## src/rtl/beep_pkg.sv

```systemverilog
// Shared types and constants for the beep generator.
// Consumed by beep_gen (BEEP_ENVELOPE_EN selects envelope vs fixed-length tone).
package beep_pkg;

    typedef enum logic {
        IDLE = 1'b0,
        PLAY = 1'b1
    } beep_state_t;

    localparam logic [14:0] AMP_INIT  = 15'h7FFF;
    localparam logic [14:0] AMP_FIXED = 15'h4000;
    localparam logic [14:0] AMP_FLOOR = 15'd16;

    // Square-wave sample: zero-extended magnitude, negated on the low half-cycle.
    function automatic logic [15:0] signed_sample(input logic positive, input logic [14:0] amp);
        logic [15:0] mag;
        mag = {1'b0, amp};
        return positive ? mag : (16'd0 - mag);
    endfunction

endpackage

```

## src/rtl/beep_tick.sv

```systemverilog
// Free-running sample-rate strobe: one-clock tick every CLKS clocks after reset.
module beep_tick #(
    parameter int CLKS = 10
) (
    input  logic clk,
    input  logic reset_n,
    output logic tick
);

    localparam int CW = (CLKS > 1) ? $clog2(CLKS) : 1;
    localparam logic [CW-1:0] LAST = CW'(CLKS - 1);

    logic [CW-1:0] cnt;

    always_ff @(posedge clk or negedge reset_n) begin
        if (!reset_n) begin
            cnt <= '0;
        end else if (cnt == LAST) begin
            cnt <= '0;
        end else begin
            cnt <= cnt + CW'(1);
        end
    end

    assign tick = (cnt == LAST);

endmodule

```

## src/rtl/beep_gen.sv

```systemverilog
// Square-wave beep for the OSD: a rising trigger edge plays a 1 kHz tone.
// BEEP_ENVELOPE_EN: exponential decay envelope; otherwise fixed amplitude for DURATION ticks.
module beep_gen
    import beep_pkg::*;
#(
    parameter int SYSCLK_FREQUENCY = 1000,
    parameter int SAMPLE_RATE      = 48000,
    parameter int HALF_PERIOD      = 24,
    parameter int DECAY_SHIFT      = 11,
    parameter int DURATION         = 9600
) (
    input  logic        clk,
    input  logic        reset_n,
    input  logic        trigger,
    output logic [15:0] audio_l,
    output logic [15:0] audio_r,
    output logic        busy
);

    localparam int CLKS  = SYSCLK_FREQUENCY * 100000 / SAMPLE_RATE;
    localparam int HP_W  = (HALF_PERIOD > 1) ? $clog2(HALF_PERIOD) : 1;
    localparam int DUR_W = (DURATION > 0) ? $clog2(DURATION + 1) : 1;
    localparam logic [HP_W-1:0] HP_LAST = HP_W'(HALF_PERIOD - 1);

`ifdef BEEP_ENVELOPE_EN
    localparam bit          ENV_EN   = 1'b1;
    localparam logic [14:0] AMP_LOAD = AMP_INIT;
`else
    localparam bit          ENV_EN   = 1'b0;
    localparam logic [14:0] AMP_LOAD = AMP_FIXED;
`endif
    localparam logic [14:0] LOAD_DEC = AMP_LOAD - (AMP_LOAD >> DECAY_SHIFT);

    beep_state_t state, state_nxt;

    logic trig_s1, trig_s2, trig_s3;
    logic fill_s1, fill_s2, armed;
    logic trig_edge, tick;
    logic load, step, stop, done;

    logic [14:0]      amp, amp_base, amp_dec, amp_stepped;
    logic [HP_W-1:0]  hp, hp_base;
    logic             phase, phase_base;
    logic [DUR_W-1:0] dur, dur_base;
    logic [15:0]      audio;

    beep_tick #(.CLKS(CLKS)) u_tick (
        .clk     (clk),
        .reset_n (reset_n),
        .tick    (tick)
    );

    // Edge detection is armed only after a genuine low has passed the synchroniser,
    // so a trigger held high through reset release does not start a beep.
    always_ff @(posedge clk or negedge reset_n) begin
        if (!reset_n) begin
            trig_s1 <= 1'b0;
            trig_s2 <= 1'b0;
            trig_s3 <= 1'b0;
            fill_s1 <= 1'b0;
            fill_s2 <= 1'b0;
            armed   <= 1'b0;
        end else begin
            trig_s1 <= trigger;
            trig_s2 <= trig_s1;
            trig_s3 <= trig_s2;
            fill_s1 <= 1'b1;
            fill_s2 <= fill_s1;
            armed   <= armed | (fill_s2 & ~trig_s2);
        end
    end

    assign trig_edge = trig_s2 & ~trig_s3 & armed;

    assign amp_dec = amp - (amp >> DECAY_SHIFT);
    assign done    = ENV_EN ? (amp_dec < AMP_FLOOR) : (dur == DUR_W'(DURATION));

    always_ff @(posedge clk or negedge reset_n) begin
        if (!reset_n) begin
            state <= IDLE;
        end else begin
            state <= state_nxt;
        end
    end

    // A trigger edge outranks termination; a coincident tick is consumed by the fresh beep.
    always_comb begin
        state_nxt = state;
        load      = 1'b0;
        step      = 1'b0;
        stop      = 1'b0;
        case (state)
            IDLE: begin
                if (trig_edge) begin
                    state_nxt = PLAY;
                    load      = 1'b1;
                    step      = tick;
                end
            end
            PLAY: begin
                if (trig_edge) begin
                    load = 1'b1;
                    step = tick;
                end else if (tick) begin
                    if (done) begin
                        state_nxt = IDLE;
                        stop      = 1'b1;
                    end else begin
                        step = 1'b1;
                    end
                end
            end
            default: state_nxt = IDLE;
        endcase
    end

    always_comb begin
        amp_base    = load ? AMP_LOAD : amp;
        hp_base     = load ? '0 : hp;
        phase_base  = load ? 1'b1 : phase;
        dur_base    = load ? '0 : dur;
        amp_stepped = ENV_EN ? (load ? LOAD_DEC : amp_dec) : amp_base;
    end

    always_ff @(posedge clk or negedge reset_n) begin
        if (!reset_n) begin
            amp   <= '0;
            hp    <= '0;
            phase <= 1'b0;
            dur   <= '0;
            audio <= '0;
        end else if (stop) begin
            audio <= '0;
        end else if (step) begin
            audio <= signed_sample(phase_base, amp_base);
            amp   <= amp_stepped;
            dur   <= dur_base + DUR_W'(1);
            if (hp_base == HP_LAST) begin
                hp    <= '0;
                phase <= ~phase_base;
            end else begin
                hp    <= hp_base + HP_W'(1);
                phase <= phase_base;
            end
        end else if (load) begin
            amp   <= AMP_LOAD;
            hp    <= '0;
            phase <= 1'b1;
            dur   <= '0;
        end
    end

    assign audio_l = audio;
    assign audio_r = audio;
    assign busy    = (state == PLAY);

endmodule
```

## config.mk

```make
export PLATFORM = sky130hd
export DESIGN_NAME = beep_gen
export DESIGN_NICKNAME = d
export VERILOG_FILES = /design/src/rtl/beep_pkg.sv /design/src/rtl/beep_tick.sv /design/src/rtl/beep_gen.sv
export SDC_FILE = /design/constraint.sdc
export NUM_CORES = 1
export LEC_CHECK = 0
export ABC_AREA = 1
export CAP_MARGIN = 25
export CORE_MARGIN = 2
export CORE_UTILIZATION = 25
export DETAILED_ROUTE_END_ITERATION = 10
export GPL_ROUTABILITY_DRIVEN = 1
export PLACE_DENSITY = 0.43
export RECOVER_POWER = 50
export SETUP_SLACK_MARGIN = 0.2
export SYNTH_ARGS = -nofsm -noshare
export SYNTH_HDL_FRONTEND = slang
export SYNTH_SLANG_ARGS = --single-unit
export TNS_END_PERCENT = 50
```

## constraint.sdc

```tcl
create_clock -name clk -period 2.9 [get_ports clk]
set_clock_uncertainty 0.2 [all_clocks]
set_input_delay 0.58 -clock clk [delete_from_list [all_inputs] [get_ports clk]]
set_output_delay 0.58 -clock clk [all_outputs]
set_load 0.01 [all_outputs]
```

Word-level counts from Yosys, hierarchy flattened
Cells that the tools add are included.
- RAM bits: 0
- latch bits: 0
- register bits: 70
- memories kept: 0
- ROM bits: 0
- input port bits: 3
- divide/modulo/power cells: 0
- shifts and indexed selects: 0
- bitwise gates (word level): 8
- equality and inequality tests: 3
- magnitude comparators: 0
- add/sub/neg operators: 4
- mux-type cells: 26
- reduce and logical (&&, ||, !) cells: 1
- multiply operators: 0
- operators by type and width (cell ; number):
    $mux 16 ; 3
    $mux 14 ; 2
    $sub 1x15->16 const A ; 1
    $mux 15 ; 1
    $mux 5 ; 3
    $add 14x1->14 const B ; 1
    $eq 14x14->1 const B ; 1
    $mux 1 ; 14
    $add 12x1->12 const B ; 1
    $eq 12x12->1 const B ; 1
    $mux 12 ; 1
    $add 5x1->5 const B ; 1
    $eq 5x5->1 const B ; 1
    $not 1->1 ; 4
    $pmux 1 s2 ; 2
    $and 1x1->1 ; 3
    $reduce_bool 2->1 ; 1
    $or 1x1->1 ; 1

Longest topological paths before layout
- word-level depth: 9
- gate-level depth with buffers: 12
- mapped depth without buffers: 11

By module
From an unflattened synthesis, not the netlist that was laid out.
- cell total of the unflattened synthesis: 493
- area, all modules: 3903.7 um2
- modules (own cells, without submodules) (module ; instances ; cells each ; area each (um2) ; sequential area each (um2)):
    beep_gen ; 1 ; 408 ; 3249.4 ; 1451.4
    beep_tick ; 1 ; 85 ; 654.4 ; 300.3

Worst setup path after synthesis
No wires, ideal clock.
- path kind: register -> register
- start point: reg trig_s2
- end point: reg dur[8]
- cell stages (with the launch flop): 12
- data arrival time: 1.743 ns
- slack: 0.840 ns
- clock period less this slack: 2.060 ns
- library setup time: 0.116 ns
- cells stage by stage: dfrtp_1 -> nand2_1 -> nor2_4 -> buf_6 -> nor2_1 -> ha_1 -> nand2_1 -> nor2_1 -> nand2_1 -> xor2_1 -> nand2_1 -> nand2_1
- longest elaborated chain between the ends: 6
- elaborated cells on any way between the ends: 11
- those cells by class: 1 x add/sub; 8 x mux; 2 x bitwise
- ends and longest elaborated chain (what ; line ; RTL):
    start, declared ; beep_gen.sv:36 ; logic trig_s1, trig_s2, trig_s3;
    start signal, assigned ; beep_gen.sv:65 ; trig_s2 <= trig_s1;
    $and 1x1->1 * (2 in series) ; beep_gen.sv:73 ; assign trig_edge = trig_s2 & ~trig_s3 & armed;
    $mux 1 ; beep_gen.sv:94, beep_gen.sv:101 ;
    $mux 14 ; n/a ;
    $add 14x1->14 ; beep_gen.sv:137 ; dur <= dur_base + DUR_W'(1);
    $mux 14 ; beep_gen.sv:134 ; end else if (step) begin
    end signal, assigned ; beep_gen.sv:137 ;
    end, declared ; beep_gen.sv:44 ; logic [DUR_W-1:0] dur, dur_base;
Every way passes the cells marked *; elsewhere a longest branch is shown, timed or not.
A chain may end at the register's enable or synchronous reset.

Worst setup path in the final report
- start point: reg state, in the netlist busy
- end point: out busy
- RTL lines (what ; line ; RTL):
    start, declared ; beep_gen.sv:34 ; beep_state_t state, state_nxt;
    start signal, assigned ; beep_gen.sv:82 ; state <= state_nxt;
    end, declared ; beep_gen.sv:17 ; output logic busy
No word-level cell between the ends.

==> results.md <==
* Rel. slew slack at -0.1974
* Sequential area share after synthesis at 0.4505
* CTS tree: yes
* Setup slack at placement at 649.3 ps
* PwrDens at 450.6 nW/um2
* Final slew viol count at 71
* Worst slew pin tran at 1796 ps
* Hold WS at 146.9 ps
* Vias in the first global route at 3,063
* Status: finished with violations
* Setup CP Type: register to output port
* Crit end category: output port
* Synthesized area at 3889 um2
* Worst Path Required at 2120 ps
* Global-route wire length before repair at 15.24 mm
* Clock Latency Late Sink at 340 ps
* FF+latch count, synth at 70
* Top delay family on crit path: buffers and inverters
* Root buffer cell: clkbuf_16
* DRC at 0
* Clk slew on worst S/H paths at 60 ps
* Sequential Area at 1752 um2
* Die W at 128.7 um
* First DRT Iteration DRCs at 237
* CP Launch Type: register
* Min cycle time layout at 2250 ps
* Total chip power at 2.064 mW
* Largest area contributor in the netlist: dfrtp_1
* GR Overflow Total at 0
* Sw Pwr at 472.4 uW
* Mean post-synth cell area at 7.856 um2
* Die H at 128.7 um
* Slowest stage delay, CP at 620 ps
* Final setup violation count at 0
* Critical-path maximum fanout at 6
* Detailed placer's ending HPWL at 6.143 mm
* Synth area leaders: dfrtp_1 45%, nand2_1 14%, nand3_1 6.6%
* Fill count at 1,633
* Site Rows at 45
* Final antenna-violating net count at 0
* Initial antenna violation count at 0
* Worst path arrival time at 1470 ps
* Setup Buffers After CTS at 0
* Count of yosys warnings during synthesis at 0
* # IOs at 36
* Hold buffer count at CTS at 0
* CTS buffer count at 9
* Crit-path cells: clkdlybuf4s50_1
* Area of the multi-input gates at 1700 um2
* Crit path max-delay cell type: clkdlybuf4s50_1
* Final WS setup at 649.6 ps
* Die ar. at 16,570 um2
* Clk network pwr share at 0.505
* Total GRT Usage at 0.1176
* Starting density of the core at 0.2558
* Unrepaired setup endpoints after global routing: no
* Seq pwr share at 0.476
* Post-CTS resize count at 0
* Crit path buffers/inverters at 1
* Period utilisation layout at 0.7760
* HP Class: register to register
* Pleak at 2.330 nW
* R2R Setup Slk at 690 ps
* Area Overhead vs Synth at 17.79%
* Bufs on Longest Clock Path at 2
* Wire per inst at 12.41 um
* I/O Buffers at 35
* Largest net degree at the start of global routing at 71
* H-Tree Level Count at 3
* Internal at 1.592 mW
* Diodes inserted at 0
* # nets final at 528
* Dpl cells at 697
* Routability cong. at 0.8298
* Combinational group share of total power at 0.019
* Max-Cap Viols at 1
* Post-Syn Nets at 503
* Violated checks: max-capacitance violations, max-slew violations
* Final Instance Area at 4581 um2
* DR pass1 iterations at 4
* Fin util at 0.3013
* Yosys cell types at 33
* Core area at 15,200 um2
* Fmax at 444.4 MHz
* Placement Cell Area at 4310 um2
* Sw frac at 0.2289
* Finished Layout Cells at 713
* Sink Count at 70
* Hold Fails Final Rpt at 0
* Total Neg Setup Slack at 0 ps
* DRT Wirelength at 8.846 mm
* VDD IR max at 0.3019 mV
* Layout cell share with drive strength beyond 1 at 0.08381
* Top cell type's share of synthesized area at 0.4505
* Via count at 3,136
* Synth Instances at 495
* Vias/cell at 4.398
cells in the final DEF (no fill, tap or decap), types with 3 or more instances in the layout:
cell	synthesis	final
nand2_1	150	150
dfrtp_1	70	70
inv_1	62	63
nand3_1	51	51
nor2_1	37	37
clkdlybuf4s50_1	0	33
o21ai_0	20	20
xor2_1	16	16
nand4_1	15	15
clkbuf_16	0	9
nand2_2	8	8
nor3_1	7	7
ha_1	5	5
nor2_2	4	4
o21bai_1	3	3
o21ai_1	3	3
cell families after synthesis:
group	Yosys count	synth area share
adders and majority gates	5	0.01609
xor gates and xnor gates	17	0.03829
buffers and inverters	88	0.1123
DFF	70	0.4505
other	1	0.0009643
AOI/OAI and AO/OA	32	0.04987
and+or+nand+nor	282	0.3320
power groups by stage:
stage	registers [mW]	clock network (mW)	logic [mW]
CTS	0.982	1.09	0.0455
finish	0.983	1.04	0.0393
global route	0.982	1.13	0.0464
global placement	1.00	0	0.0453
detailed placement	1.00	0	0.0454
floorplan	1.00	0	0.0175
Yosys cell counts, drive strengths merged:
master / count
nand2: 159
dfrtp: 70
inv: 64
nand3: 52
nor2: 43
o21ai: 25
buf: 24
xor2: 16
nand4: 15
nor3: 10
ha: 5
o21bai: 3
nor3b: 2
a21boi: 1
a21oi: 1
conb: 1
nor4: 1
o211ai: 1
o31ai: 1
xnor2: 1
cell type report:
cell class | instances | share of cell area
tap | 188 | 0.05135
clock buffer | 10 | 0.05217
clock inverter | 6 | 0.01011
timing repair buffer | 38 | 0.07976
inverter | 64 | 0.05299
sequential | 70 | 0.3824
multi-input combinational | 337 | 0.3712
registers in the layout, indices dropped and copies added, names as in the netlist:
register / count
amp: 15
armed: 1
audio_l: 16
busy: 1
dur: 14
fill_s1: 1
fill_s2: 1
hp: 5
phase: 1
trig_s1: 1
trig_s2: 1
trig_s3: 1
u_tick.cnt: 12
routing by layer:
layer | track usage | vias to the layer above | part of all wire
met5 | 0 | - | 0
met4 | 0.03261 | 0 | 0.0062
met3 | 0.03825 | 7 | 0.049
met2 | 0.1846 | 66 | 0.45
met1 | 0.1560 | 1458 | 0.49
li1 | - | 1605 | -
path summary, 6_finish.rpt:
path                            startpoint          to  cells past startpoint
worst max-delay path                  busy        busy                      1
worst min-delay path               fill_s1     fill_s2                      0
worst min register to register     fill_s1     fill_s2                      0
min in group asynchronous          reset_n      amp[3]                      2
worst max register to register     trig_s2  audio_l[2]                      8
max in group asynchronous          reset_n     dur[13]                      2
No activity file was read; power rests on OpenSTA's default activity.
